## config.mk

```make
export PLATFORM = sky130hd
export DESIGN_NAME = fifo_row_loader
export DESIGN_NICKNAME = d
export VERILOG_FILES = /design/src/rtl/fifo_row_loader.sv
export SDC_FILE = /design/constraint.sdc
export NUM_CORES = 1
export LEC_CHECK = 0
export ABC_AREA = 0
export BUFFER_PORTS_ARGS = -buffer_cell sky130_fd_sc_hd__buf_2
export CAP_MARGIN = 30
export CORE_MARGIN = 2
export CORE_UTILIZATION = 35
export CTS_CLUSTER_DIAMETER = 120
export CTS_CLUSTER_SIZE = 12
export DETAILED_ROUTE_END_ITERATION = 10
export PLACE_DENSITY = 0.57
export SKIP_CTS_REPAIR_TIMING = 1
export SYNTH_ARGS = -nofsm -noshare
export SYNTH_HDL_FRONTEND = slang
export SYNTH_SLANG_ARGS = --single-unit
export TNS_END_PERCENT = 5
```

## constraint.sdc

```tcl
create_clock -name clk -period 3.5 [get_ports clk]
set_input_delay 0.7 -clock clk [delete_from_list [all_inputs] [get_ports clk]]
set_output_delay 0.7 -clock clk [all_outputs]
set_load 0.01 [all_outputs]
```

## src/rtl/fifo_row_loader.sv

```systemverilog
// fifo_row_loader: drains FIFO words one per cycle into packed rows of row_len lanes
// and hands each row to the PE array over a valid/ready handshake, num_rows rows per tile.
module fifo_row_loader #(
    parameter int data_size = 8,
    parameter int row_len   = 4,
    parameter int num_rows  = 16,
    parameter int cnt_w     = 8
) (
    input  logic                          clk,
    input  logic                          reset,
    input  logic                          start,
    input  logic                          fifo_empty,
    input  logic [data_size-1:0]          fifo_dout,
    output logic                          fifo_r_en,
    output logic [row_len*data_size-1:0]  row_data,
    output logic                          row_valid,
    input  logic                          row_ready,
    output logic                          busy,
    output logic                          done
);
    typedef enum logic [1:0] {IDLE, FILL, PRESENT, DONE} state_t;
    localparam logic [cnt_w-1:0] row_max   = cnt_w'(row_len);
    localparam logic [cnt_w-1:0] row_last  = cnt_w'(row_len - 1);
    localparam logic [cnt_w-1:0] rows_last = cnt_w'(num_rows - 1);
    state_t state, state_nxt;
    logic [cnt_w-1:0] issued, captured, rows;
    logic pending, last_cap, accept;
    assign last_cap  = pending && captured == row_last;
    assign accept    = state == PRESENT && row_ready;
    assign fifo_r_en = state == FILL && !fifo_empty && issued < row_max;
    assign busy      = state != IDLE;
    assign done      = state == DONE;
    always_ff @(posedge clk or negedge reset) begin
        if (!reset) state <= IDLE;
        else        state <= state_nxt;
    end
    always_comb begin
        state_nxt = state;
        unique case (state)
            IDLE:    state_nxt = start ? FILL : IDLE;
            FILL:    state_nxt = last_cap ? PRESENT : FILL;
            PRESENT: state_nxt = row_ready ? (rows == rows_last ? DONE : FILL) : PRESENT;
            DONE:    state_nxt = IDLE;
        endcase
    end
    // pending marks a read accepted last edge, so fifo_dout now carries that word
    always_ff @(posedge clk or negedge reset) begin
        if (!reset) begin
            issued    <= '0;
            captured  <= '0;
            rows      <= '0;
            pending   <= 1'b0;
            row_data  <= '0;
            row_valid <= 1'b0;
        end else begin
            pending <= fifo_r_en;
            if (fifo_r_en) issued <= issued + 1'b1;
            if (pending) begin
                for (int i = 0; i < row_len; i++)
                    if (captured == cnt_w'(i)) row_data[i*data_size +: data_size] <= fifo_dout;
                captured <= captured + 1'b1;
            end
            if (last_cap) row_valid <= 1'b1;
            if (state == IDLE && start) begin
                issued   <= '0;
                captured <= '0;
                rows     <= '0;
            end
            if (accept) begin
                row_valid <= 1'b0;
                issued    <= '0;
                captured  <= '0;
                if (rows != rows_last) rows <= rows + 1'b1;
            end
        end
    end
endmodule

```

=== Word-level counts from Yosys, hierarchy flattened ===
Index checks and enable logic that the tools add are counted.

* Flip-flop bits (word level): 60
* Bits of input ports: 13
* Output and inout port bits: 36
* Word-level logic and storage cells: 54

* Add/subtract/negate cells: 3
* Magnitude comparators: 1
* Equality and inequality tests: 8
* Mux-type cells: 16
* Reductions and logical operators: 16

{| class="wikitable"
|+ Operator list
! operator !! count
|-
| 2-to-1 mux 8 bit || 9
|-
| adder 8 x 1 -> 8 bit (second input constant) || 3
|-
| equality test 8 x 2 -> 1 bit (second input constant) || 2
|-
| equality test 8 x 1 -> 1 bit (second input constant) || 1
|-
| equality test 8 x 4 -> 1 bit (second input constant) || 1
|-
| zero test 8 bit || 1
|-
| < comparator 8 x 3 -> 1 bit (second input constant) || 1
|-
| inequality test 8 x 4 -> 1 bit (second input constant) || 1
|-
| case mux 2 bit (4 select lines) || 1
|-
| AND reduction 2 bit || 4
|-
| 2-to-1 mux 2 bit || 3
|-
| nonzero test 3 bit || 2
|-
| logical AND 1 bit || 5
|-
| equality test 2 bit (second input constant) || 2
|-
| nonzero test 2 bit || 2
|-
| 2-to-1 mux 1 bit || 3
|-
| equality test 2 x 1 -> 1 bit (second input constant) || 1
|-
| zero test 2 bit || 1
|-
| zero test 1 bit || 1
|}

=== Longest topological paths before layout ===
Gate-level depths: netlist of run 1.

* Depth after elaboration: 6
* Gate-level depth with buffers: 5
* Mapped depth without buffers: 5

=== Worst setup path before layout of run 1 ===
No wires, ideal clock.

* Kind: input port to output port
* From: in fifo_empty
* To: out fifo_r_en
* Data arrival time: 1290 ps
* Data required time: 2800 ps
* Slack: 1510 ps
* Stages: 3
* Path buffers: 1
* Cells stage by stage: nor4_1 -> and3_1 -> clkbuf_1

* Longest elaborated chain between the ends: 3

{| class="wikitable"
|+ Ends and longest elaborated chain
! element !! RTL line !! source
|-
| start, declared || 12 || <nowiki>input logic fifo_empty,</nowiki>
|-
| zero test 1 bit || 30 || <nowiki>assign fifo_r_en = state == FILL && !fifo_empty && issued < row_max;</nowiki>
|-
| logical AND 1 bit (2 in series) || 30 ||
|-
| end, declared || 14 || <nowiki>output logic fifo_r_en,</nowiki>
|}

Every way passes these cells.

=== Final worst setup path of run 1 ===
* From: reg state[0]
* To: out fifo_r_en

* Longest elaborated chain between the ends: 3

{| class="wikitable"
|+ Ends and longest elaborated chain
! element !! RTL line !! source
|-
| start, declared || 25 || <nowiki>state_t state, state_nxt;</nowiki>
|-
| start signal, assigned || 35 || <nowiki>else state <= state_nxt;</nowiki>
|-
| equality test 2 x 1 -> 1 bit || 30 ||
|-
| logical AND 1 bit (2 in series) || 30 ||
|}

Every way passes these cells.

==> summary.txt, run 1 <==
Run status
  – Status: finished clean

Worst setup path
  – Worst path arrival time: 1.54 ns
  – CP startpoint: state[0]
  – Ordered cell list for the critical path: nor2b_1 -> and3_1 -> buf_2
  – Slowest-stage cell, CP: dfrtp_1
  – Slowest stage delay, CP: 0.43 ns
  – CP startpoint kind: flip-flop
  – Reg2reg path depth: 4
  – Reg-to-reg startpoint: captured[3]
  – Flop2flop setup slack: 1.55 ns
  – Terminus of the critical flop-to-flop path: row_data[25]
  – Data required time at the worst endpoint: 2.80 ns
  – Max FO, Critical Path: 8
  – Worst setup path end: fifo_r_en
  – WS Path Type: reg2out
  – Crit end category: output pin

Floorplanning
  – Row count: 31
  – Initial core utilization: 0.366
  – Io pins: 49
  – Core footprint: 7330 sq um
  – Die area: 8390 sq um
  – Chip width: 91.6 microns
  – Die H: 91.6 microns

STA
  – Max-slew headroom: 0.470
  – Period minus WS final: 2.24 ns
  – Slew @ Worst Pin: 0.791 ns
  – Pins Over Slew Limit: 0
  – Setup ws final: 1.26 ns
  – Final period util: 0.641
  – Setup TNS: 0 ns
  – Final setup violation count: 0
  – Hold Vio Cnt, Final: 0
  – Clock skew: 0.00564 ns
  – RSZ-0062 raised after global routing: false
  – Fmax: 446 MHz

Layout
  – Layout cells sized above 1: 0.405
  – Area growth syn-to-layout: 21.0%
  – Non-Filler Instances: 363
  – N_diodes: 0
  – Final-stage net count: 278
  – Design Area, Final: 3250 sq um

Power
  – VDD IR-drop max: 0.308 mV
  – PD cells: 835 nW/um^2
  – Leakage power: 1.59 nW
  – Final Power: 2.71 mW

Placement
  – I/O Buffers: 48
  – Dpl cells: 347
  – Setup WS pre-CTS: 1.30 ns
  – Hpwl dp: 3.59 mm
  – Placed Area: 3050 sq um
  – Routability Congestion: 0.714

Route
  – Final ANT Viol Nets: 0
  – Post-route DRC: 0
  – Pre-Repair DR Iteration Count: 3
  – Vias: 1766
  – Routed WL: 5.11 mm
  – Vias per cell: 4.87
  – Initial detailed-routing violation count: 31
  – Mean routed wirelength per cell: 14.1 microns

Clock network
  – CTS root buf: clkbuf_8
  – Worst skew pair latency: 0.34 ns
  – Clock Path Buffers: 2
  – Clock sink count: 60
  – CTS buffer count: 9
  – Clk slew on worst S/H paths: 0.06 ns
  – CTS tree: built
  – CTS H-tree depth: 3

Logic synthesis
  – Async S/R FF share, synth: 1.00
  – Yosys synthesis warning count: 0
  – Post-synthesis cell type count: 37
  – Number of synthesized flops with an enable pin: 0
  – Seq/Total Area, Yosys: 0.559
  – #FFs+latches synth: 60
  – Syn_nets: 223
  – Main synth FF type: dfrtp_1
  – Mapped Area: 2690 sq um
  – Post-Synthesis Cells: 204
  – Syn avg cell area: 13.2 sq um

Global route
  – Antenna violations before repair: 0
  – Grt met3 use: 0.0639
  – All-layer global routing usage: 0.133
  – Grt met1 use: 0.173
  – Pin count of the biggest net entering global routing: 26
  – Met2 Track Usage GR: 0.193
  – First-pass GRT wire length: 8.61 mm
  – Gr busiest metal: met2
  – Grt total ovfl: 0
  – Vias in the first global route: 1756

Job
  – Max-Cap Viols: 0

Hold path
  – Hold WC Path Type: in2async
layout make-up:
type	instances	area, sq um
flip-flops and latches	60	1500
fillers	697	4080
clock inverters	4	47.5
inverters	5	18.8
repair buffers	51	275
well taps	99	124
clock buffers	12	155
multi-input cells	132	1130
cells by family after synthesis:
group | synth area share
and+or+nand+nor | 0.143
DFF | 0.559
muxes | 0.179
AOI/OAI and AO/OA | 0.0503
buffers and inverters | 0.0210
xor gates and xnor gates | 0.0196
adders and majority gates | 0.0280
layer usage:
metal	vias to the layer above	wire length, microns
met5	-	0
met4	0	102
met3	9	314
met2	43	2290
met1	884	2410
li1	830	-
how the worst min path moves through the flow:
stage	slack [ns]	cells past startpoint	to	from
2_1_floorplan	0.40	0	captured[0]	reset
3_3_place_gp	0.47	1	issued[4]	issued[4]
3_5_place_dp	0.48	1	issued[3]	issued[3]
4_1_cts	0.35	1	row_data[27]	reset
5_1_grt	0.35	1	row_data[28]	reset
6_report	0.35	1	row_data[28]	reset
synth_stat cells, drive strengths merged, types with 2 or more instances:
library cell / number / area [sq um]
nand3: 7 / 35.0
mux2: 32 / 450
dfrtp: 60 / 1500
buf: 4 / 26.3
xor2: 4 / 35.0
nor2: 14 / 52.6
and2: 6 / 37.5
nand4: 5 / 31.3
mux2i: 3 / 30.0
and4: 2 / 18.8
nand3b: 2 / 15.0
inv: 5 / 18.8
nand2: 9 / 82.6
o21ai: 13 / 68.8
and3: 5 / 32.5
clkbuf: 3 / 11.3
or3: 4 / 25.0
xnor2: 2 / 17.5
ha: 6 / 75.1
a31oi: 2 / 12.5
nor4: 2 / 18.8
a21oi: 6 / 30.0
layout by cell type, fill, tap and decap left out, types with 3 or more instances in the layout:
master | Yosys | final
nand2_8 | 3 | 3
and3_1 | 4 | 4
mux2_2 | 8 | 8
clkbuf_8 | 0 | 11
and2_1 | 6 | 6
xor2_1 | 4 | 4
or3_1 | 4 | 4
dfrtp_1 | 60 | 60
buf_2 | 3 | 48
inv_1 | 5 | 5
nand2_1 | 6 | 6
mux2i_1 | 3 | 3
o21ai_0 | 12 | 12
ha_1 | 6 | 6
mux2_4 | 24 | 24
nand4_1 | 5 | 5
nor2_1 | 14 | 14
nand3_1 | 7 | 7
a21oi_1 | 6 | 6
sequential cells by signal, summed over array words and instances, names as in the netlist:
| name | flops |
|---|---|
| pending | 1 |
| rows | 8 |
| state | 2 |
| row_valid | 1 |
| issued | 8 |
| captured | 8 |
| row_data | 32 |
metrics by stage:
stage	utilization	hold WS, ns
after floorplan	-	0.404
after global placement	0.413	0.474
after detailed placement	0.416	0.476
after CTS	0.443	0.350
after global routing	0.443	0.350
final	0.443	0.346
power by group:
| part | switching, mW | internal (mW) |
|---|---|---|
| Clock | 0.259 | 0.365 |
| Combinational | 0.444 | 0.527 |
| Sequential | 0.172 | 0.947 |
critical path: cells and delay by family (launching register included):
family                 cells  cell delay [ns]
and+or+nand+nor            2             0.61
buffers and inverters      1             0.18
DFF                        1             0.43
Note: power is estimated with default switching activity, not from simulation.
==> run 2: changes to the inputs <==
==> constraint.sdc (replaced) <==
create_clock -name clk -period 2.3 [get_ports clk]
set_input_delay 0.46 -clock clk [delete_from_list [all_inputs] [get_ports clk]]
set_output_delay 0.46 -clock clk [all_outputs]
set_load 0.01 [all_outputs]
==> run 2 against run 1 <==
  * Clock skew down 0.00087 ns
  * Wire length about the same
  * Register-to-register slack got worse by 0.93 ns
  * Die area stayed put
  * Via count is 2.6% lower
  * Sequential power rose by 53%
  * Critical path depth unchanged
  * Non-clock buffer count unchanged
  * Flip-flop and latch count stayed put
  * Critical endpoint unchanged
==> summary.txt, run 2 (synthesis results as in run 1) <==
Layout
  – Most frequent cells in the layout: dfrtp_1, buf_2, mux2_4, nor2_1, o21ai_0
  – N_diodes: 0
  – Max reg flops: 32
  – Largest register by flop count: row_data
  – Final-stage net count: 278
  – Fill cell total of the finished layout: 705
  – Layout cells sized above 1: 0.407
  – Design Area, Final: 3250 sq um
  – Final core occ: 0.443
  – Area growth syn-to-layout: 20.9%
  – Most common cell after layout, fill and taps aside: dfrtp_1

Floorplanning
  – Initial core utilization: 0.366
  – Row count: 31
  – Io pins: 49
  – Chip width: 91.6 microns
  – Core footprint: 7330 sq um
  – Die area: 8390 sq um
  – Die H: 91.6 microns

Worst setup path
  – CP startpoint kind: flip-flop
  – Reg2reg path depth: 5
  – Crit end category: output pin
  – Data required time at the worst endpoint: 1.84 ns
  – WS Path Type: reg2out
  – CP bufs+invs: 1
  – Slowest stage delay, CP: 0.44 ns
  – Top delay family on crit path: simple AND/OR/NAND/NOR gates
  – Worst path arrival time: 1.52 ns
  – Ordered cell list for the critical path: nor2b_1 -> and3_1 -> buf_2
  – Slowest-stage cell, CP: dfrtp_1
  – Max FO, Critical Path: 7
  – Stages on worst setup path: 3

Clock network
  – CTS H-tree depth: 3
  – Clock sink count: 60
  – Clk slew on worst S/H paths: 0.07 ns
  – CTS tree: built
  – Clock Path Buffers: 2
  – Worst skew pair latency: 0.34 ns
  – CTS buffer count: 9
  – CTS root buf: clkbuf_8

STA
  – Pins Over Slew Limit: 0
  – Slew @ Worst Pin: 0.593 ns
  – Hold Vio Cnt, Final: 0
  – Final period util: 0.860
  – Max-slew headroom: 0.605
  – Period minus WS final: 1.98 ns
  – Clock skew: 0.00478 ns
  – Hold_ws: 0.124 ns
  – RSZ-0062 raised after global routing: false
  – Final setup violation count: 0
  – Fmax: 505 MHz
  – Setup TNS: 0 ns

Global route
  – Antenna violations before repair: 0
  – Grt total ovfl: 0
  – Pin count of the biggest net entering global routing: 36
  – First-pass GRT wire length: 8.85 mm
  – Vias in the first global route: 1721
  – All-layer global routing usage: 0.138

Placement
  – I/O Buffers: 48
  – Placed Area: 3050 sq um
  – Hpwl dp: 3.57 mm
  – Routability Congestion: 0.749

Power
  – VDD IR-drop max: 0.704 mV
  – Leakage power: 1.60 nW
  – PD cells: 1280 nW/um^2

Route
  – Mean routed wirelength per cell: 14.1 microns
  – Vias: 1720
  – Pre-Repair DR Iteration Count: 4
  – Routed WL: 5.11 mm
  – Post-route DRC: 0
  – Final ANT Viol Nets: 0
  – Vias per cell: 4.75
  – Initial detailed-routing violation count: 33

Hold path
  – Hold WC Path Type: in2async

Run status
  – Status: finished clean

Job
  – Max-Cap Viols: 0
==> run 2: changes by cell type in the layout (fill, tap and decap cells not counted), sizes merged <==
| cell | before | now |
|---|---|---|
| clkinv | 2 | 3 |
| clkinvlp | 1 | 0 |
| clkbuf | 12 | 11 |
==> run 2: worst paths after layout <==
kind / startpoint / end / slack (ns)
hold / removal: reset / row_data[29] / 0.12
setup reg to reg: captured[3] / row_data[25] / 0.62
min in group clk: fifo_dout[5] / row_data[29] / 0.40
setup / recovery: state[1] / fifo_r_en / 0.32
max in group asynchronous: reset / issued[1] / 1.58
hold reg to reg: issued[4] / issued[4] / 0.49
==> run 2: per-stage QoR <==
stage	instances	power [mW]	setup slack [ns]
after floorplan	204	2.72	0.747
final	362	4.15	0.321
after CTS	362	4.21	0.294
after detailed placement	347	3.23	0.592
after global routing	362	4.43	0.209
after global placement	347	3.20	0.626
==> run 2: final cells by class <==
class	count	area, sq um	share of cell area
clock inverter	4	48.8	0.0150
tap	99	124	0.0382
clock buffer	11	151	0.0466
sequential	60	1500	0.462
multi-input combinational	132	1130	0.347
inverter	5	18.8	0.00578
timing repair buffer	51	275	0.0848
==> run 2: report_power, final <==
group / total, mW / leakage [nW] / internal [mW] / switching (mW)
sequential: 1.71 / 0.749 / 1.44 / 0.267
combinational: 1.48 / 0.745 / 0.815 / 0.669
clock: 0.959 / 0.105 / 0.551 / 0.408
total: 4.15 / 1.60 / 2.81 / 1.34
==> run 2: routing by layer <==
layer | vias to the layer above | GRT usage | routed length [microns]
li1 | 835 | - | -
met1 | 833 | 0.184 | 2490
met2 | 48 | 0.200 | 2270
met3 | 4 | 0.0473 | 290
met4 | 0 | 0.0644 | 58
met5 | - | 0 | 0
==> run 2: worst register-to-register path, stage by stage, from the launching register on <==
cell	delay [ns]
dfrtp_1	0.43
nor4_2	0.29
and3_1	0.19
buf_4	0.21
nand2_8	0.12
mux2_4	0.33
==> run 3: changes to the inputs <==
--- a/config.mk
+++ b/config.mk
@@ -9,12 +9,13 @@
 export BUFFER_PORTS_ARGS = -buffer_cell sky130_fd_sc_hd__buf_2
 export CAP_MARGIN = 30
 export CORE_MARGIN = 2
-export CORE_UTILIZATION = 35
+export CORE_UTILIZATION = 40
 export CTS_CLUSTER_DIAMETER = 120
 export CTS_CLUSTER_SIZE = 12
 export DETAILED_ROUTE_END_ITERATION = 10
-export PLACE_DENSITY = 0.57
+export PLACE_DENSITY = 0.64
 export SKIP_CTS_REPAIR_TIMING = 1
+export SLEW_MARGIN = 20
 export SYNTH_ARGS = -nofsm -noshare
 export SYNTH_HDL_FRONTEND = slang
 export SYNTH_SLANG_ARGS = --single-unit
==> run 3 against run 2 <==
  * Die area fell by 12%
  * Hold slack got worse by 0.091 ns
  * Clock skew barely moved
  * Maximum frequency rose by 0.72%
  * Highest routed layer unchanged
==> summary.txt, run 3 (synthesis results as in run 1) <==
Clock network
  – Clock sink count: 60
  – Clk slew on worst S/H paths: 0.07 ns
  – CTS H-tree depth: 3
  – CTS buffer count: 9
  – CTS root buf: clkbuf_8
  – Clock Path Buffers: 2
  – Worst skew pair latency: 0.34 ns
  – CTS tree: built

Worst setup path
  – Reg2reg path depth: 5
  – Ordered cell list for the critical path: nor2b_1 -> and3_1 -> buf_2
  – Slowest-stage cell, CP: dfrtp_1
  – CP bufs+invs: 1
  – Crit end category: output pin
  – Worst path arrival time: 1.50 ns
  – CP startpoint kind: flip-flop
  – Slowest stage delay, CP: 0.46 ns
  – Top delay family on crit path: simple AND/OR/NAND/NOR gates
  – Flop2flop setup slack: 0.60 ns
  – Max FO, Critical Path: 7
  – Reg-to-reg startpoint: captured[3]
  – Terminus of the critical flop-to-flop path: row_data[29]
  – Data required time at the worst endpoint: 1.84 ns
  – WS Path Type: reg2out

Global route
  – Vias in the first global route: 1733
  – All-layer global routing usage: 0.157
  – Antenna violations before repair: 0
  – Pin count of the biggest net entering global routing: 28
  – Grt total ovfl: 0
  – First-pass GRT wire length: 8.66 mm

Power
  – PD cells: 1340 nW/um^2
  – Leakage power: 1.62 nW
  – VDD IR-drop max: 0.646 mV
  – Final Power: 4.37 mW

Floorplanning
  – Core footprint: 6420 sq um
  – Row count: 29
  – Die H: 85.9 microns
  – Io pins: 49
  – Chip width: 85.9 microns
  – Die area: 7380 sq um
  – Initial core utilization: 0.418

STA
  – Final period util: 0.854
  – Pins Over Slew Limit: 0
  – Hold Vio Cnt, Final: 0
  – Slew @ Worst Pin: 0.382 ns
  – RSZ-0062 raised after global routing: false
  – Setup TNS: 0 ns
  – Clock skew: 0.00475 ns
  – Max-slew headroom: 0.745
  – Period minus WS final: 1.96 ns
  – Fmax: 509 MHz
  – Final setup violation count: 0
  – Setup ws final: 0.335 ns

Layout
  – Layout cells sized above 1: 0.411
  – Max reg flops: 32
  – Final-stage net count: 279
  – N_diodes: 0
  – Area growth syn-to-layout: 21.5%
  – Most frequent cells in the layout: dfrtp_1, buf_2, mux2_4, nor2_1, o21ai_0
  – Largest register by flop count: row_data
  – Most common cell after layout, fill and taps aside: dfrtp_1

Route
  – Pre-Repair DR Iteration Count: 4
  – Post-route DRC: 0
  – Vias: 1745
  – Mean routed wirelength per cell: 14.9 microns
  – Routed WL: 5.09 mm
  – Initial detailed-routing violation count: 62
  – Vias per cell: 5.10
  – Final ANT Viol Nets: 0

Placement
  – Routability Congestion: 0.740
  – I/O Buffers: 48
  – Setup WS pre-CTS: 0.581 ns
  – Hpwl dp: 3.61 mm

Job
  – Max-Cap Viols: 0

Hold path
  – Hold WC Path Type: in2async

Run status
  – Status: finished clean
-- run 3: worst max path at each step --
| stage | end | cells after the start | startpoint | slack [ns] |
|---|---|---|---|---|
| CTS | fifo_r_en | 3 | state[0] | 0.29 |
| global placement | fifo_r_en | 4 | fifo_empty | 0.61 |
| finish | fifo_r_en | 3 | state[1] | 0.34 |
| detailed placement | fifo_r_en | 4 | fifo_empty | 0.58 |
| floorplan | row_data[24] | 5 | captured[3] | 0.75 |
| global route | fifo_r_en | 3 | state[0] | 0.20 |
-- run 3: metrics by stage --
| step | area [sq um] | util | cells | hold WS [ns] |
|---|---|---|---|---|
| global placement | 3010 | 0.469 | 326 | 0.392 |
| global route | 3260 | 0.508 | 342 | 0.0450 |
| finish | 3260 | 0.508 | 342 | 0.0329 |
| CTS | 3260 | 0.508 | 342 | 0.0219 |
| detailed placement | 3010 | 0.469 | 326 | 0.397 |
| floorplan | 2690 | - | 204 | 0.164 |
-- run 3: where the power goes --
group	internal, mW	switching (mW)	total [mW]
Clock	0.749	0.422	1.17
Combinational	0.812	0.670	1.48
Sequential	1.44	0.274	1.71
Total	3.00	1.37	4.37
-- run 3: final cells by class --
class | instances | area [sq um]
repair buffers | 52 | 270
well taps | 77 | 96.3
multi-input cells | 132 | 1130
clock inverters | 6 | 111
fillers | 587 | 3160
clock buffers | 10 | 138
inverters | 5 | 18.8
flip-flops and latches | 60 | 1500
-- run 3: per-layer routing --
| layer | part of all wire | vias to the layer above | GRT usage |
|---|---|---|---|
| met2 | 0.43 | 47 | 0.228 |
| met5 | 0 | - | 0 |
| li1 | - | 828 | - |
| met3 | 0.061 | 10 | 0.0558 |
| met1 | 0.49 | 860 | 0.205 |
| met4 | 0.021 | 0 | 0.0823 |
